File: src/rtl/mac_pkg.sv
// ============================================================================
// Module   : mac_pkg
// Purpose  : Shared defaults, accumulator-width derivation and arithmetic
//            mode constants for the pipelined MAC processing element.
// Revision : 1.0  initial release
// ============================================================================
`default_nettype none

package mac_pkg;

  // Default operand width of a processing element.
  localparam int DEFAULT_DATA_WIDTH = 8;

  // Arithmetic interpretation of operands and accumulator.
  localparam bit ARITH_UNSIGNED = 1'b0;
  localparam bit ARITH_SIGNED   = 1'b1;

  // Behaviour of the accumulator when a sum leaves its range.
  localparam bit MODE_WRAP = 1'b0;
  localparam bit MODE_SAT  = 1'b1;

  // Default accumulator width: room for the full product plus DATA_WIDTH
  // bits of headroom for repeated accumulation.
  function automatic int acc_width(input int data_width);
    return 3 * data_width;
  endfunction

endpackage

`default_nettype wire

File: src/rtl/mac_pipe_pe_if.sv
// ============================================================================
// Module   : mac_pipe_pe_if
// Purpose  : Operand/forwarding/result bundle of one MAC processing element.
//            The slave side is the PE, the master side is whatever feeds it.
// Revision : 1.0  initial release
// ============================================================================
`default_nettype none

interface mac_pipe_pe_if
  import mac_pkg::*;
#(
  parameter int DATA_WIDTH = DEFAULT_DATA_WIDTH,
  parameter int ACC_WIDTH  = acc_width(DATA_WIDTH)
);

  logic                  En;
  logic                  Clr;
  logic [DATA_WIDTH-1:0] Ain;
  logic [DATA_WIDTH-1:0] Bin;
  logic [DATA_WIDTH-1:0] Bout;
  logic                  EnOut;
  logic [ACC_WIDTH-1:0]  Couts;
  logic                  AccValid;
  logic                  Ovf;

  modport master (
    output En, Clr, Ain, Bin,
    input  Bout, EnOut, Couts, AccValid, Ovf
  );

  modport slave (
    input  En, Clr, Ain, Bin,
    output Bout, EnOut, Couts, AccValid, Ovf
  );

endinterface

`default_nettype wire

File: src/rtl/mac_sat_add.sv
// ============================================================================
// Module   : mac_sat_add
// Purpose  : Combinational accumulator adder with overflow detection and an
//            optional clamp to the representable range.
// Revision : 1.0  initial release
// ============================================================================
`default_nettype none

module mac_sat_add
  import mac_pkg::*;
#(
  parameter int WIDTH    = 24,
  parameter bit SIGNED   = ARITH_UNSIGNED,
  parameter bit SATURATE = MODE_WRAP
)(
  input  wire logic [WIDTH-1:0] a,
  input  wire logic [WIDTH-1:0] b,
  output logic      [WIDTH-1:0] sum,
  output logic                  ovf
);

  localparam logic [WIDTH-1:0] c_umax = {WIDTH{1'b1}};
  localparam logic [WIDTH-1:0] c_smax = {1'b0, {(WIDTH-1){1'b1}}};
  localparam logic [WIDTH-1:0] c_smin = {1'b1, {(WIDTH-1){1'b0}}};

  logic [WIDTH:0]   w_full;
  logic [WIDTH-1:0] w_raw;

  assign w_full = {1'b0, a} + {1'b0, b};
  assign w_raw  = w_full[WIDTH-1:0];

  // Detect overflow for the selected arithmetic and pick wrapped or clamped result.
  always_comb begin
    ovf = 1'b0;
    sum = w_raw;
    if (SIGNED == ARITH_SIGNED) begin
      // Only like-signed addends can leave the range; the result sign flips.
      ovf = (a[WIDTH-1] == b[WIDTH-1]) && (w_raw[WIDTH-1] != a[WIDTH-1]);
      if (ovf && (SATURATE == MODE_SAT)) begin
        sum = a[WIDTH-1] ? c_smin : c_smax;
      end
    end else begin
      ovf = w_full[WIDTH];
      if (ovf && (SATURATE == MODE_SAT)) begin
        sum = c_umax;
      end
    end
  end

endmodule

`default_nettype wire

File: src/rtl/mac_pipe_pe.sv
// ============================================================================
// Module   : mac_pipe_pe
// Purpose  : Three-stage pipelined multiply-accumulate processing element for
//            a systolic array. S1 samples operands and tags, S2 holds the
//            product, S3 is the accumulator. Bin/En are forwarded after S1.
// Revision : 1.0  initial release
// ============================================================================
`default_nettype none

module mac_pipe_pe
  import mac_pkg::*;
#(
  parameter int DATA_WIDTH = DEFAULT_DATA_WIDTH,
  parameter int ACC_WIDTH  = acc_width(DATA_WIDTH),
  parameter bit SIGNED     = ARITH_UNSIGNED,
  parameter bit SATURATE   = MODE_WRAP
)(
  input wire logic     clk,
  input wire logic     rst_n,
  mac_pipe_pe_if.slave bus
);

  localparam int c_prod_width = 2 * DATA_WIDTH;

  // S1
  logic [DATA_WIDTH-1:0]   r_s1_a;
  logic [DATA_WIDTH-1:0]   r_s1_b;
  logic                    r_s1_en;
  logic                    r_s1_clr;
  // S2
  logic [c_prod_width-1:0] r_s2_prod;
  logic                    r_s2_en;
  logic                    r_s2_clr;
  // S3
  logic [ACC_WIDTH-1:0]    r_acc;
  logic                    r_ovf;
  logic                    r_acc_valid;

  logic [c_prod_width-1:0] w_prod;
  logic [ACC_WIDTH-1:0]    w_prod_ext;
  logic [ACC_WIDTH-1:0]    w_acc_base;
  logic [ACC_WIDTH-1:0]    w_sum;
  logic                    w_add_ovf;

  // Operand interpretation decides both the multiply and the widening.
  if (SIGNED == ARITH_SIGNED) begin : g_signed_prod
    assign w_prod     = $signed(r_s1_a) * $signed(r_s1_b);
    assign w_prod_ext = ACC_WIDTH'($signed(r_s2_prod));
  end else begin : g_unsigned_prod
    assign w_prod     = r_s1_a * r_s1_b;
    assign w_prod_ext = ACC_WIDTH'(r_s2_prod);
  end

  // A clear travelling with a product turns the add into clear-and-load.
  assign w_acc_base = r_s2_clr ? '0 : r_acc;

  mac_sat_add #(
    .WIDTH    (ACC_WIDTH),
    .SIGNED   (SIGNED),
    .SATURATE (SATURATE)
  ) u_sat_add (
    .a   (w_acc_base),
    .b   (w_prod_ext),
    .sum (w_sum),
    .ovf (w_add_ovf)
  );

  // S1: sample operands and tags; these registers also drive the forward path.
  always_ff @(posedge clk or negedge rst_n) begin
    if (!rst_n) begin
      r_s1_a   <= '0;
      r_s1_b   <= '0;
      r_s1_en  <= 1'b0;
      r_s1_clr <= 1'b0;
    end else begin
      r_s1_a   <= bus.Ain;
      r_s1_b   <= bus.Bin;
      r_s1_en  <= bus.En;
      r_s1_clr <= bus.Clr;
    end
  end

  // S2: register the product together with its tags so clears stay in order.
  always_ff @(posedge clk or negedge rst_n) begin
    if (!rst_n) begin
      r_s2_prod <= '0;
      r_s2_en   <= 1'b0;
      r_s2_clr  <= 1'b0;
    end else begin
      r_s2_prod <= w_prod;
      r_s2_en   <= r_s1_en;
      r_s2_clr  <= r_s1_clr;
    end
  end

  // S3: accumulate, clear or hold; overflow is sticky until a clear arrives.
  always_ff @(posedge clk or negedge rst_n) begin
    if (!rst_n) begin
      r_acc       <= '0;
      r_ovf       <= 1'b0;
      r_acc_valid <= 1'b0;
    end else begin
      r_acc_valid <= r_s2_en;
      if (r_s2_en) begin
        r_acc <= w_sum;
        r_ovf <= (r_ovf & ~r_s2_clr) | w_add_ovf;
      end else if (r_s2_clr) begin
        r_acc <= '0;
        r_ovf <= 1'b0;
      end
    end
  end

  assign bus.Bout     = r_s1_b;
  assign bus.EnOut    = r_s1_en;
  assign bus.Couts    = r_acc;
  assign bus.AccValid = r_acc_valid;
  assign bus.Ovf      = r_ovf;

endmodule

`default_nettype wire

File: src/flat_wrapper.sv
// flat-port wrapper written by rule: the top's interface ports become plain ports
module mac_pipe_pe_flat import mac_pkg::*;
#(
  parameter int DATA_WIDTH = DEFAULT_DATA_WIDTH,
  parameter int ACC_WIDTH  = acc_width(DATA_WIDTH),
  parameter bit SIGNED     = ARITH_UNSIGNED,
  parameter bit SATURATE   = MODE_WRAP
)
  (clk, rst_n, bus_En, bus_Clr, bus_Ain, bus_Bin, bus_Bout, bus_EnOut, bus_Couts, bus_AccValid, bus_Ovf);
  mac_pipe_pe_if #(.DATA_WIDTH(DATA_WIDTH), .ACC_WIDTH(ACC_WIDTH)) bus_i ();
  input wire logic clk;
  input wire logic rst_n;
  input wire logic [$bits(bus_i.En)-1:0] bus_En;
  input wire logic [$bits(bus_i.Clr)-1:0] bus_Clr;
  input wire logic [$bits(bus_i.Ain)-1:0] bus_Ain;
  input wire logic [$bits(bus_i.Bin)-1:0] bus_Bin;
  output wire logic [$bits(bus_i.Bout)-1:0] bus_Bout;
  output wire logic [$bits(bus_i.EnOut)-1:0] bus_EnOut;
  output wire logic [$bits(bus_i.Couts)-1:0] bus_Couts;
  output wire logic [$bits(bus_i.AccValid)-1:0] bus_AccValid;
  output wire logic [$bits(bus_i.Ovf)-1:0] bus_Ovf;
  assign bus_i.En = bus_En;
  assign bus_i.Clr = bus_Clr;
  assign bus_i.Ain = bus_Ain;
  assign bus_i.Bin = bus_Bin;
  assign bus_Bout = bus_i.Bout;
  assign bus_EnOut = bus_i.EnOut;
  assign bus_Couts = bus_i.Couts;
  assign bus_AccValid = bus_i.AccValid;
  assign bus_Ovf = bus_i.Ovf;
  mac_pipe_pe #(.DATA_WIDTH(DATA_WIDTH), .ACC_WIDTH(ACC_WIDTH), .SIGNED(SIGNED), .SATURATE(SATURATE)) u_core (.clk(clk), .rst_n(rst_n), .bus(bus_i));
endmodule
File: config.mk
export PLATFORM = sky130hd
export DESIGN_NAME = mac_pipe_pe_flat
export DESIGN_NICKNAME = d
export VERILOG_FILES = /design/src/rtl/mac_pkg.sv /design/src/rtl/mac_pipe_pe_if.sv /design/src/rtl/mac_sat_add.sv /design/src/rtl/mac_pipe_pe.sv /design/src/flat_wrapper.sv
export SDC_FILE = /design/constraint.sdc
export NUM_CORES = 1
export LEC_CHECK = 0
export ABC_AREA = 1
export BUFFER_PORTS_ARGS = -buffer_cell sky130_fd_sc_hd__buf_4
export CAP_MARGIN = 20
export CORE_MARGIN = 2
export CORE_UTILIZATION = 55
export CTS_CLUSTER_SIZE = 30
export DETAILED_ROUTE_END_ITERATION = 12
export PLACE_DENSITY = 0.84
export SYNTH_ARGS = -nofsm -noshare
export SYNTH_HDL_FRONTEND = slang
export SYNTH_SLANG_ARGS = --single-unit
File: constraint.sdc
create_clock -name clk -period 4.25 [get_ports clk]
set_clock_uncertainty 0.2 [all_clocks]
set_input_delay 0.6375 -clock clk [delete_from_list [all_inputs] [get_ports clk]]
set_output_delay 0.6375 -clock clk [all_outputs]
set_load 0.03 [all_outputs]
==> impl_metrics.json, run 1 <==
{
  "outcome": "finished clean",
  "track_usage": 0.231,
  "antenna_found_initial": 0,
  "yosys_warnings": 0,
  "antenna_left": 0,
  "fmax_ghz": 0.242,
  "cts_setup_buffers": 0,
  "drtIter0Drc": 236,
  "syn-cell-area_um2": 5530,
  "max-cap-violations": 0,
  "hpwl_um": 9350,
  "synth_cells": 743,
  "start_util": 0.565,
  "period_minus_slack_ns": 4.14,
  "vias_per_cell": 4.98,
  "finalNetCount": 901,
  "grt_overflow": 0,
  "std_cell_rows": 36,
  "crit_required_ns": 4.31,
  "cts_htree_levels": 3,
  "post_dp_cell_area_um2": 6050,
  "worstPathMaxFanout": 8,
  "syn_nets": 852,
  "grt_pass1_wl_um": 20300,
  "ios": 55,
  "slowest_delay_ns": 0.56,
  "dieArea_um2": 10900,
  "synthTopCellsByArea": "dfrtp_1 (28%), nand2_1 (15%), fa_1 (13%)",
  "startpoint_type": "flop",
  "total_power_mw": 3.32,
  "netlist.area_leader.share": 0.281,
  "hold_class": "input pin to async pin",
  "critPathCaptureType": "flop",
  "ys_ff_latch": 62,
  "clock_sinks": 62,
  "worstSkewPairLatency_ns": 0.35,
  "portBuffers": 54,
  "final_cell_mix": "nand2_1 (214), inv_1 (158), buf_4 (60), dfrtp_1 (52), ha_1 (49)",
  "worst_path_max_delay_cell": "fa_1",
  "vias": 4634,
  "drc_errors": 0,
  "tightest_slew_ns": 0.758,
  "cts_tree": "done",
  "drive_gt1_frac": 0.169,
  "period_share": 0.973,
  "syn_area_per_cell_um2": 7.44,
  "wl_per_cell_um": 12.9,
  "diodes": 0,
  "cts.clk_slew.worst_paths_ns": 0.08,
  "grt_pass1_vias": 4742,
  "cts_buffers": 9,
  "first_pass_iters": 5,
  "cts_root_buf": "clkbuf_8",
  "synth.largest_area_cell": "dfrtp_1",
  "gp_routability_congestion": 0.927,
  "final_max_slew_viol_count": 0,
  "worstSetupPathType": "flop to flop",
  "p_leak_nw": 3.68,
  "slew_headroom": 0.494,
  "grt_max_degree": 63,
  "finalInstanceArea_um2": 6310,
  "fp.dieW_um": 104,
  "layout_commonest_cell": "nand2_1",
  "path_cells": "nand2_1 > inv_1 > fa_1 > fa_1 > fa_1 > inv_1 > fa_1 > inv_1 > ha_2 > nand2_2 > nor2_2 > nand3_1 > nand4_1 > xor2_1",
  "area_growth_pct": 14.1,
  "yosysSeqAreaShare": 0.281,
  "peakVddDrop_v": 0.000275,
  "ctsLongestPathBuffers": 2,
  "preCtsSetupSlack_ns": 0.0618,
  "fillCellCount": 846,
  "drt-total-wl_um": 12000,
  "setup_ws_ns": 0.113,
  "core_region_area_um2": 9770,
  "final-hold-violation-count": 0,
  "ys_types": 31,
  "powerDensity_nw_per_um2": 526,
  "crit_arrival_ns": 4.20,
  "fp.dieH_um": 104,
  "setup_viol_count_final": 0,
  "crit_top_cell": "fa_1"
}
-- routing by layer --
layer	vias up	wire (um)	global-route usage
met2	149	6190	0.429
li1	2321	-	-
met1	2129	4850	0.261
met4	0	328	0.0859
met5	-	0	0
met3	35	595	0.0439
-- synthesized netlist by cell type, drive strengths merged --
library cell	instances
nand4	4
nand3b	6
clkinv	1
xnor2	10
inv	169
nor3	10
fa	37
o21ai	16
nor4	2
clkbuf	19
nor2	50
nand3	40
or2	2
xor2	9
dfrtp	62
a21boi	1
buf	3
a21oi	20
a21o	1
nand2	229
ha	52
-- power breakdown --
group / switching (mW) / total, mW / internal (mW)
clock: 0.260 / 0.491 / 0.230
sequential: 0.0779 / 0.811 / 0.733
combinational: 1.27 / 2.02 / 0.747
total: 1.61 / 3.32 / 1.71
-- flip-flops by register name, summed over array words and instances (netlist names) --
signal / cells
u_core.bus.Bout: 8
u_core.r_s1_clr: 1
u_core.bus.Couts: 24
u_core.bus.EnOut: 1
u_core.r_s1_a: 8
u_core.r_s2_en: 1
u_core.bus.Ovf: 1
u_core.bus.AccValid: 1
u_core.r_s2_prod: 16
u_core.r_s2_clr: 1
-- final timing paths --
kind	from	cells after the start	end	slack [ns]
worst max-delay path	u_core.r_s1_a[2]$_DFF_PN0_	14	u_core.r_s2_prod[14]$_DFF_PN0_	0.11
worst min-delay path	rst_n	1	u_core.bus.Couts[3]$_DFF_PN0_	0.15
worst max register to register	u_core.r_s1_a[2]$_DFF_PN0_	14	u_core.r_s2_prod[14]$_DFF_PN0_	0.11
worst min register to register	u_core.r_s1_clr$_DFF_PN0_	0	u_core.r_s2_clr$_DFF_PN0_	0.15
max in group asynchronous	rst_n	1	u_core.bus.Bout[5]$_DFF_PN0_	3.16
min in group clk	u_core.r_s1_clr$_DFF_PN0_	0	u_core.r_s2_clr$_DFF_PN0_	0.15
-- timing repair --
action                                  4_1_cts  5_1_grt
hold buffers                                  0        0
gates resized for setup                       0       29
endpoints found under the setup margin        0        8
-- metrics by stage --
step / hold slack [ns] / util / setup TNS (ns) / instances
3_5_place_dp: 0.145 / 0.619 / 0 / 914
6_report: 0.150 / 0.645 / 0 / 930
2_1_floorplan: 0.131 / - / 0 / 743
5_1_grt: 0.170 / 0.645 / -0.0627 / 930
3_3_place_gp: 0.135 / 0.619 / 0 / 914
4_1_cts: 0.154 / 0.637 / 0 / 930
-- cell families (layout without fill, tap and decap cells) --
logic type / Yosys count / count (layout) / synth area share
AOI/OAI and AO/OA: 38 / 38 / 0.0353
xor gates and xnor gates: 19 / 19 / 0.0301
adders and majority gates: 89 / 89 / 0.252
buffers and inverters: 192 / 246 / 0.133
DFF: 62 / 62 / 0.281
and+or+nand+nor: 343 / 343 / 0.269
-- worst max-delay path: cells and delay by family, from the launching register on --
family | cells | cell delay, ns
adder cells (fa/ha/maj) | 5 | 2.49
XOR/XNOR | 1 | 0.18
flip-flops | 1 | 0.47
buffers and inverters | 3 | 0.16
AND/OR/NAND/NOR | 5 | 0.56
-- final cells by class --
cell class | instances | area [um^2] | share of cell area
sequential | 62 | 1560 | 0.248
tap | 133 | 166 | 0.0264
clock buffer | 10 | 138 | 0.0218
timing repair buffer | 60 | 450 | 0.0714
inverter | 170 | 643 | 0.102
multi-input combinational | 489 | 3300 | 0.523
clock inverter | 6 | 43.8 | 0.00694
Power figures use the tool's default switching activity.
==> run 2, diff against run 1 <==
--- a/config.mk
+++ b/config.mk
@@ -7,12 +7,12 @@
 export LEC_CHECK = 0
 export ABC_AREA = 1
 export BUFFER_PORTS_ARGS = -buffer_cell sky130_fd_sc_hd__buf_4
-export CAP_MARGIN = 20
 export CORE_MARGIN = 2
 export CORE_UTILIZATION = 55
 export CTS_CLUSTER_SIZE = 30
 export DETAILED_ROUTE_END_ITERATION = 12
 export PLACE_DENSITY = 0.84
+export SETUP_SLACK_MARGIN = 0.2
 export SYNTH_ARGS = -nofsm -noshare
 export SYNTH_HDL_FRONTEND = slang
 export SYNTH_SLANG_ARGS = --single-unit
==> constraint.sdc (replaced) <==
create_clock -name clk -period 4.25 [get_ports clk]
set_clock_uncertainty 0.2 [all_clocks]
set_input_delay 0.2125 -clock clk [delete_from_list [all_inputs] [get_ports clk]]
set_output_delay 0.2125 -clock clk [all_outputs]
set_load 0.03 [all_outputs]
==> impl_metrics.json, run 2 (synthesis results as in run 1) <==
{
  "outcome": "finished clean",
  "final-hold-violation-count": 0,
  "grt_pass1_wl_um": 21300,
  "cts_tree": "done",
  "powerDensity_nw_per_um2": 533,
  "largest_reg_flops": 24,
  "clock_sinks": 62,
  "peakVddDrop_v": 0.000275,
  "fp.dieH_um": 104,
  "fmax_ghz": 0.252,
  "cts_htree_levels": 3,
  "crit_arrival_ns": 4.05,
  "reg2regPathDepth": 14,
  "min_path_cells": 0,
  "finalNetCount": 933,
  "period_share": 0.933,
  "drt-total-wl_um": 13300,
  "ios": 55,
  "post_dp_cell_area_um2": 6070,
  "drive_gt1_frac": 0.201,
  "final_cell_mix": "nand2_1 (207), inv_1 (158), buf_4 (71), dfrtp_1 (49), ha_1 (47)",
  "worstHoldStart": "u_core.r_s1_clr$_DFF_PN0_",
  "portBuffers": 54,
  "combPwrFrac": 0.632,
  "r2r_start": "u_core.r_s1_a[3]$_DFF_PN0_",
  "period_minus_slack_ns": 3.97,
  "wl_per_cell_um": 13.8,
  "critPathCaptureType": "flop",
  "setup_viol_count_final": 0,
  "antenna_found_initial": 0,
  "drtIter0Drc": 275,
  "slew_headroom": 0.472,
  "layout_commonest_cell": "nand2_1",
  "area_growth_pct": 21.5,
  "core_region_area_um2": 9770,
  "final_max_slew_viol_count": 0,
  "grt_pass1_vias": 4869,
  "drc_errors": 0,
  "crit_required_ns": 4.33,
  "max-cap-violations": 0,
  "antenna_left": 0,
  "track_usage": 0.245,
  "rrSetupSlack_ns": 0.28,
  "start_util": 0.565,
  "tns_ns": 0,
  "cts_root_buf": "clkbuf_8",
  "r2r_end": "u_core.r_s2_prod[15]$_DFF_PN0_",
  "grt_max_degree": 63,
  "hold_class": "flop to flop",
  "startpoint_type": "flop",
  "grt_overflow": 0,
  "p_leak_nw": 3.82,
  "total_power_mw": 3.58,
  "vias": 4892,
  "grt_setup_unrepaired": "yes",
  "first_pass_iters": 5,
  "finalInstanceArea_um2": 6710,
  "worstPathMaxFanout": 8,
  "ctsLongestPathBuffers": 2,
  "std_cell_rows": 36,
  "clkPwrFrac": 0.137,
  "p_int_mw": 1.83,
  "gp_routability_congestion": 0.982,
  "hpwl_um": 9620,
  "tightest_slew_ns": 0.792,
  "dieArea_um2": 10900,
  "fp.dieW_um": 104,
  "cts_buffers": 9,
  "sequentialPowerShare": 0.231,
  "final_util": 0.687,
  "hold_path_end": "u_core.r_s2_clr$_DFF_PN0_",
  "worstSetupPathType": "flop to flop",
  "cts.clk_slew.worst_paths_ns": 0.08,
  "fillCellCount": 808,
  "vias_per_cell": 5.09,
  "diodes": 0,
  "p_sw_frac": 0.488,
  "p_sw_mw": 1.75,
  "worstSkewPairLatency_ns": 0.36
}
[run 2: cell count changes in the layout (fill, tap and decap cells not counted), moves of 3 or more]
cell and delta:
dfrtp_2 +3, nand2_1 -7, dfrtp_1 -3, dlygate4sd3_1 +19, nand2_2 +5, buf_4 +11, clkinvlp_4 +3, a21oi_4 +3
[run 2: through the flow]
step	instances	setup WS [ns]	hold slack (ns)
floorplan	743	0.214	-0.283
global placement	910	0.228	0.122
detailed placement	910	0.166	0.123
CTS	947	0.202	0.143
global route	962	0.168	0.148
finish	962	0.284	0.138
[run 2: repair_timing]
item / in CTS / in global routing
gates resized for setup: 6 / 40
pin swaps: 0 / 29
endpoints found under the setup margin: 4 / 8
buffers inserted: 2 / 15
hold endpoints to repair: 80 / 0
hold buffers: 19 / 0
[run 2: final cells by class]
cell class	count	area, um^2	area share
multi-input cells	489	3420	0.509
clock buffers	10	138	0.0205
clock inverters	6	47.5	0.00708
inverters	170	643	0.0958
repair buffers	92	733	0.109
flip-flops and latches	62	1570	0.234
well taps	133	166	0.0248
[run 2: power by group through the flow]
stage	logic [mW]	clock network, mW	registers (mW)
after floorplan	1.37	0	0.927
after global routing	2.50	0.536	0.840
final	2.26	0.491	0.826
after CTS	1.95	0.501	0.826
after detailed placement	1.92	0	0.837
after global placement	1.87	0	0.831
[run 2: worst max-delay path by stage]
stage | start | to | slack, ns | depth (start not counted)
2_1_floorplan | u_core.bus.Bout[5]$_DFF_PN0_ | u_core.r_s2_prod[12]$_DFF_PN0_ | 0.21 | 15
3_3_place_gp | u_core.r_s1_a[2]$_DFF_PN0_ | u_core.r_s2_prod[13]$_DFF_PN0_ | 0.23 | 14
3_5_place_dp | u_core.r_s1_a[1]$_DFF_PN0_ | u_core.r_s2_prod[14]$_DFF_PN0_ | 0.17 | 14
4_1_cts | u_core.bus.Bout[7]$_DFF_PN0_ | u_core.r_s2_prod[14]$_DFF_PN0_ | 0.20 | 14
5_1_grt | u_core.bus.Bout[4]$_DFF_PN0_ | u_core.r_s2_prod[15]$_DFF_PN0_ | 0.17 | 14
6_report | u_core.r_s1_a[3]$_DFF_PN0_ | u_core.r_s2_prod[15]$_DFF_PN0_ | 0.28 | 14
[run 2: worst max-delay path, cell delays in order (launching register included)]
cell,delay (ns)
dfrtp_2,0.47
nand2_1,0.09
inv_1,0.05
fa_1,0.56
fa_1,0.43
fa_1,0.48
inv_1,0.05
fa_1,0.53
inv_1,0.06
ha_4,0.33
nand2_2,0.12
nor2_2,0.16
nand3_1,0.09
nand4_1,0.11
xor2_1,0.15
[run 2: metal layers]
layer | vias to the layer above | GRT usage | routed length [um]
li1 | 2388 | - | -
met1 | 2297 | 0.276 | 5230
met2 | 165 | 0.446 | 6960
met3 | 42 | 0.0495 | 568
met4 | 0 | 0.110 | 510
met5 | - | 0 | 0
